[config.mk]
export PLATFORM = sky130hd
export DESIGN_NAME = shadow_stack_ctrl
export DESIGN_NICKNAME = d
export VERILOG_FILES = /design/src/rtl/ss_pkg.sv /design/src/rtl/shadow_stack_ctrl.sv
export SDC_FILE = /design/constraint.sdc
export NUM_CORES = 1
export LEC_CHECK = 0
export CAP_MARGIN = 20
export CELL_PAD_IN_SITES_DETAIL_PLACEMENT = 1
export CELL_PAD_IN_SITES_GLOBAL_PLACEMENT = 1
export CORE_MARGIN = 4
export CORE_UTILIZATION = 31
export CTS_CLUSTER_DIAMETER = 50
export CTS_CLUSTER_SIZE = 30
export DETAILED_ROUTE_END_ITERATION = 12
export HOLD_SLACK_MARGIN = 0.05
export PLACE_DENSITY = 0.88
export SYNTH_ARGS = -nofsm -noshare
export SYNTH_HDL_FRONTEND = slang
export SYNTH_SLANG_ARGS = --single-unit
[constraint.sdc]
create_clock -name clk -period 2.33 [get_ports clk]
set_input_delay 0.466 -clock clk [delete_from_list [all_inputs] [get_ports clk]]
set_output_delay 0.466 -clock clk [all_outputs]
set_load 0.02 [all_outputs]
[src/rtl/ss_pkg.sv]
// ss_pkg: shared types for the return-address shadow stack controller
package ss_pkg;

    localparam int SS_ADDR_W = 64;

    typedef enum logic [1:0] {
        EVT_NONE = 2'd0,
        EVT_CALL = 2'd1,
        EVT_RET  = 2'd2,
        EVT_SWAP = 2'd3
    } evt_type_e;

    typedef enum logic [1:0] {
        CAUSE_NONE      = 2'd0,
        CAUSE_MISMATCH  = 2'd1,
        CAUSE_UNDERFLOW = 2'd2,
        CAUSE_OVERFLOW  = 2'd3
    } viol_cause_e;

    typedef enum logic [1:0] {
        ST_RUN       = 2'd0,
        ST_SWAP_PUSH = 2'd1,
        ST_VIOL      = 2'd2,
        ST_DRAIN     = 2'd3
    } ctrl_state_e;

    // Address fields are sized for the widest supported stack; narrower
    // instances zero-extend on capture and truncate on use.
    typedef struct packed {
        logic                 valid;
        evt_type_e            typ;
        logic [SS_ADDR_W-1:0] addr;
        logic [SS_ADDR_W-1:0] link;
    } evt_t;

endpackage

[src/rtl/shadow_stack_ctrl.sv]
// shadow_stack_ctrl: sequences call/return events into shadow stack ops and checks return targets
module shadow_stack_ctrl
    import ss_pkg::*;
#(
    parameter int ADDR_W    = 64,
    parameter int DEPTH     = 16,
    parameter int DROP_W    = 8,
    parameter bit OVF_FATAL = 1'b0
) (
    input  logic              clk,
    input  logic              rstn,
    input  logic              i_en,
    input  logic              i_flush,
    input  logic              i_evt_valid,
    output logic              o_evt_ready,
    input  logic [1:0]        i_evt_type,
    input  logic [ADDR_W-1:0] i_evt_addr,
    input  logic [ADDR_W-1:0] i_evt_link,
    output logic              o_stk_push,
    output logic [ADDR_W-1:0] o_stk_data,
    output logic              o_stk_pop,
    input  logic [ADDR_W-1:0] i_stk_data,
    input  logic              i_stk_full,
    input  logic              i_stk_empty,
    output logic              o_viol,
    output logic [1:0]        o_viol_cause,
    output logic [ADDR_W-1:0] o_viol_expected,
    output logic [ADDR_W-1:0] o_viol_target,
    input  logic              i_viol_clear,
    output logic [DROP_W-1:0] o_drop_cnt,
    output logic              o_busy
);

    if (ADDR_W > SS_ADDR_W || DROP_W < $clog2(DEPTH + 1)) begin : g_param_check
        $error("shadow_stack_ctrl: ADDR_W too wide or DROP_W too narrow for DEPTH");
    end

    ctrl_state_e       state, state_n;
    evt_t              evt_q;
    logic [DROP_W-1:0] drop_cnt, drop_n;
    logic              exec_viol;
    viol_cause_e       cause_q, cause_n;
    logic [ADDR_W-1:0] exp_q, exp_n, tgt_q, tgt_n;
    logic [ADDR_W-1:0] q_addr, q_link, call_data;
    logic              ret_step, call_step;

    assign q_addr    = ADDR_W'(evt_q.addr);
    assign q_link    = ADDR_W'(evt_q.link);
    assign ret_step  = state == ST_RUN && evt_q.valid && (evt_q.typ == EVT_RET || evt_q.typ == EVT_SWAP);
    assign call_step = (state == ST_RUN && evt_q.valid && evt_q.typ == EVT_CALL) || state == ST_SWAP_PUSH;
    assign call_data = state == ST_SWAP_PUSH ? q_link : q_addr;

    assign o_evt_ready     = state == ST_RUN && !exec_viol && !(evt_q.valid && evt_q.typ == EVT_SWAP);
    assign o_viol          = state == ST_VIOL;
    assign o_viol_cause    = cause_q;
    assign o_viol_expected = exp_q;
    assign o_viol_target   = tgt_q;
    assign o_drop_cnt      = drop_cnt;
    assign o_busy          = state == ST_SWAP_PUSH || state == ST_DRAIN;

    // Execute step, violation detect and next state; at most one stack op per cycle
    always_comb begin
        state_n    = state;
        o_stk_push = 1'b0;
        o_stk_pop  = 1'b0;
        o_stk_data = '0;
        drop_n     = drop_cnt;
        exec_viol  = 1'b0;
        cause_n    = CAUSE_NONE;
        exp_n      = '0;
        tgt_n      = '0;
        if (ret_step) begin
            if (|drop_cnt) begin
                drop_n = drop_cnt - 1'b1;
            end else if (i_stk_empty) begin
                exec_viol = 1'b1;
                cause_n   = CAUSE_UNDERFLOW;
                tgt_n     = q_addr;
            end else if (i_stk_data == q_addr) begin
                o_stk_pop = 1'b1;
            end else begin
                exec_viol = 1'b1;
                cause_n   = CAUSE_MISMATCH;
                exp_n     = i_stk_data;
                tgt_n     = q_addr;
            end
            if (!exec_viol && evt_q.typ == EVT_SWAP) state_n = ST_SWAP_PUSH;
        end
        if (call_step) begin
            if (!i_stk_full) begin
                o_stk_push = 1'b1;
                o_stk_data = call_data;
            end else if (OVF_FATAL) begin
                exec_viol = 1'b1;
                cause_n   = CAUSE_OVERFLOW;
                exp_n     = i_stk_data;
                tgt_n     = call_data;
            end else begin
                drop_n = &drop_cnt ? drop_cnt : drop_cnt + 1'b1;
            end
            if (state == ST_SWAP_PUSH) state_n = ST_RUN;
        end
        if (exec_viol) state_n = ST_VIOL;
        if (state == ST_VIOL && i_viol_clear) state_n = ST_RUN;
        if (state == ST_DRAIN) begin
            o_stk_pop = !i_stk_empty;
            state_n   = i_stk_empty ? ST_RUN : ST_DRAIN;
        end
        if (i_flush) begin
            state_n = ST_DRAIN;
            drop_n  = '0;
        end
    end

    // State and drop counter registers
    always_ff @(posedge clk) begin
        state    <= !rstn ? ST_RUN : state_n;
        drop_cnt <= !rstn ? '0 : drop_n;
    end

    // Event slot: capture on handshake, hold through the SWAP push cycle, else retire
    always_ff @(posedge clk) begin
        if (!rstn || i_flush) begin
            evt_q <= '0;
        end else if (o_evt_ready && i_evt_valid) begin
            evt_q.valid <= i_en;
            evt_q.typ   <= evt_type_e'(i_evt_type);
            evt_q.addr  <= SS_ADDR_W'(i_evt_addr);
            evt_q.link  <= SS_ADDR_W'(i_evt_link);
        end else if (state_n != ST_SWAP_PUSH) begin
            evt_q.valid <= 1'b0;
        end
    end

    // Violation details latch on entry to VIOL and hold until cleared or flushed
    always_ff @(posedge clk) begin
        if (!rstn || i_flush || (state == ST_VIOL && i_viol_clear)) begin
            cause_q <= CAUSE_NONE;
            exp_q   <= '0;
            tgt_q   <= '0;
        end else if (state != ST_VIOL && state_n == ST_VIOL) begin
            cause_q <= cause_n;
            exp_q   <= exp_n;
            tgt_q   <= tgt_n;
        end
    end

endmodule
==> results.py <==
metrics = {
    "final_layout": {
        "final_common_cell": "clkdlybuf4s50_1",
        "nFillCells": 4136,
        "layout_common_cells": "clkdlybuf4s50_1, dfxtp_1, nand3_1",
        "final_cells": 2554,
        "nNetsFinal": 2199,
        "fin_util_pct": 59.1,
        "area_growth_pct": 88.3,
        "drive_gt1_share_pct": 35.5,
    },
    "timing": {
        "hold_violations": 0,
        "drv_slew": 0,
        "fin_ws_ps": -975,
        "slew_headroom_pct": 61.0,
        "max_freq_ghz": 0.303,
        "setup-violations-final": 328,
        "worst_clock_skew_ps": 26.5,
        "fin_crit_ps": 3300,
        "worst_pin_slew_ps": 584,
        "final.setup.tns_ps": -207140,
        "rsz0062_at_grt": "yes",
        "period_share_pct": 142,
    },
    "synth": {
        "yosysWarnings": 0,
        "synth_flop_cell": "dfxtp_1",
        "avgSynthCellArea_um2": 8.98,
        "synth_simple_gate_area_share_pct": 21.9,
        "synth-seq-cells": 271,
        "synth_top_area_share_pct": 43.5,
        "synthArstFlopShare_pct": 0,
        "synthMuxAreaShare_pct": 5.76,
        "synth_nets": 1593,
        "synth_compound_area_share_pct": 18.3,
        "synthDistinctLibCells": 50,
        "synthCells": 1389,
        "post-synth-top-area-cell": "dfxtp_1",
        "post_synth_fa_ha_maj_area_fraction_pct": 0.201,
        "syn_area_um2": 12500,
        "synth_xor_area_share_pct": 4.91,
        "synth.area.top_cells": "dfxtp_1, a22o_1, nand3_1",
        "synth_edf_count": 0,
        "synth_top_family_by_area": "simple AND/OR/NAND/NOR gates",
        "seq_area_frac_synth_pct": 43.5,
    },
    "die": {
        "core_area_um2": 39700,
        "pin_count": 409,
        "die_w_um": 209,
        "die_y_um": 209,
        "dieArea_um2": 43500,
        "start_util_pct": 31.4,
        "rows": 73,
    },
    "clock_network": {
        "cts_tree": "done",
        "root_buffer": "clkbuf_16",
        "clockBufferDepth": 3,
        "path_clk_slew_ps": 60,
        "insertion_delay_ps": 560,
        "cts.sinks": 271,
        "hold_buffers": 0,
        "htreeDepth": 2,
        "cts_buffers": 37,
    },
    "grt": {
        "met1_usage_pct": 36.2,
        "antenna_found_initial": 12,
        "grt_usage_pct": 31.7,
        "grt_use_met2_pct": 54.2,
        "grt_busiest_layer": "met2",
        "grt_pass1_vias": 16000,
        "grt_pass1_wl_um": 106000,
        "grt.met3_usage_pct": 6.83,
        "grt_max_degree": 77,
        "grt_overflow": 0,
    },
    "setup_path": {
        "endpoint_kind": "flop",
        "cp_max_fo": 7,
        "critPathArrivalTime_ps": 3750,
        "critical_path_required_ps": 2770,
        "cp-start-kind": "input pin",
        "crit_type": "in -> reg",
    },
    "job": {
        "max_cap_violations": 0,
    },
    "placed_design": {
        "gp_congestion": 0.833,
        "placed_cells": 2368,
        "dp_slack_ps": -1640,
        "numPortBuffers": 408,
        "hpwl_um": 44100,
    },
    "worst_hold_path": {
        "hold_path_class": "in -> reg",
    },
    "routing": {
        "via_per_inst": 6.14,
        "vias": 15700,
        "drt-total-wl_um": 87400,
        "antenna_left": 0,
        "drc_errors": 0,
        "drtIter0Drc": 1345,
        "drt_pre_antenna_iters": 7,
        "post_drt_wl_per_cell_um": 34.2,
    },
    "outcome": {
        "outcome": "finished, violations left",
        "failed_checks": "negative setup slack",
    },
    "power_and_ir_drop": {
        "powerDensity_nw_per_um2": 535,
        "leakage_nw": 9.26,
        "peakVddDrop_mv": 0.493,
        "p_total_w": 0.0126,
    },
}
## metal layers
layer	wire [µm]	share of wire, %
met3	8180	9.4
met2	40700	47
met1	30600	35
met4	7870	9.0
met5	53	0.061
## kinds of logic after synthesis
logic type,Yosys count
XOR/XNOR,70
adder cells (fa/ha/maj),2
buffers and inverters,146
AND/OR/NAND/NOR,541
AO/OA/AOI/OAI,295
flip-flops,271
multiplexers,64
## per-stage QoR
step	hold slack (ps)	instance area, µm²
final	270	23500
after global routing	271	23500
after CTS	216	21400
after detailed placement	458	18400
after global placement	455	18400
after floorplan	442	12600
## cell type report
| class | instances | area (µm²) | share of cell area (%) |
|---|---|---|---|
| multi-input combinational | 972 | 8100 | 34.5 |
| timing repair buffer | 706 | 7970 | 33.9 |
| clock buffer | 48 | 1070 | 4.55 |
| antenna | 8 | 20.0 | 0.0852 |
| sequential | 271 | 5470 | 23.3 |
| tap | 525 | 657 | 2.80 |
| inverter | 7 | 30.0 | 0.128 |
| clock inverter | 17 | 185 | 0.788 |
## synth_stat cells (2+ instances only)
| library cell | instances |
|---|---|
| nand4_1 | 80 |
| nor4_4 | 2 |
| nand3_1 | 264 |
| buf_2 | 52 |
| nor3b_1 | 2 |
| a31oi_1 | 5 |
| nor2b_1 | 2 |
| ha_1 | 2 |
| buf_4 | 2 |
| nand2b_1 | 3 |
| nand2_1 | 147 |
| nor3_1 | 2 |
| nor4_2 | 4 |
| o31ai_2 | 2 |
| or2_2 | 2 |
| buf_6 | 8 |
| xor2_1 | 5 |
| a221oi_1 | 2 |
| inv_1 | 7 |
| a21oi_1 | 75 |
| buf_1 | 8 |
| nor4_1 | 2 |
| nor2_1 | 14 |
| o21ai_0 | 7 |
| clkbuf_1 | 69 |
| or3_1 | 3 |
| a22o_1 | 195 |
| and3_1 | 6 |
| mux2_2 | 62 |
| xnor2_1 | 65 |
| dfxtp_1 | 271 |
## sequential cells by signal, indices dropped and copies added (netlist names)
signal           count
o_viol_cause         2
o_viol_expected     64
q_link              64
evt_q                3
q_addr              64
o_viol_target       64
o_drop_cnt           8
state                2
## critical path: stages
cell	delay, ps
clkdlybuf4s50_1	670
xnor2_1	250
nand4_1	150
nor4_4	60
buf_4	140
and4_4	160
buf_6	110
buf_6	100
buf_8	120
buf_12	120
buf_16	120
o31ai_4	420
clkbuf_16	310
buf_12	160
a22o_1	340
## final timing paths
| check | depth (start not counted) | end | slack [ps] | start |
|---|---|---|---|---|
| setup / recovery | 15 | q_addr[41]$_SDFFE_PP0P_ | -970 | i_stk_data[42] |
| setup reg to reg | 14 | q_addr[41]$_SDFFE_PP0P_ | -880 | q_addr[49]$_SDFFE_PP0P_ |
| hold / removal | 2 | o_viol_expected[56]$_SDFFE_PP0P_ | 270 | i_stk_data[56] |
| hold reg to reg | 1 | q_link[37]$_SDFFE_PP0P_ | 480 | q_link[37]$_SDFFE_PP0P_ |
## timing repair
item / 4_1_cts / 5_1_grt
gates resized for setup: 643 / 250
endpoints found under the setup margin: 330 / 330
buffers inserted: 31 / 40
pin swaps: 62 / 53
cloned: 18 / 37
hold endpoints to repair: 0 / 0
## where the power goes
part	switching (W)	total (W)	internal [W]	leakage, nW
Sequential	0.0000703	0.00477	0.00470	2.20
Clock	0.00252	0.00603	0.00352	0.622
Combinational	0.000929	0.00177	0.000841	6.44
Total	0.00351	0.0126	0.00906	9.26
(Power assumes the default switching activity.)
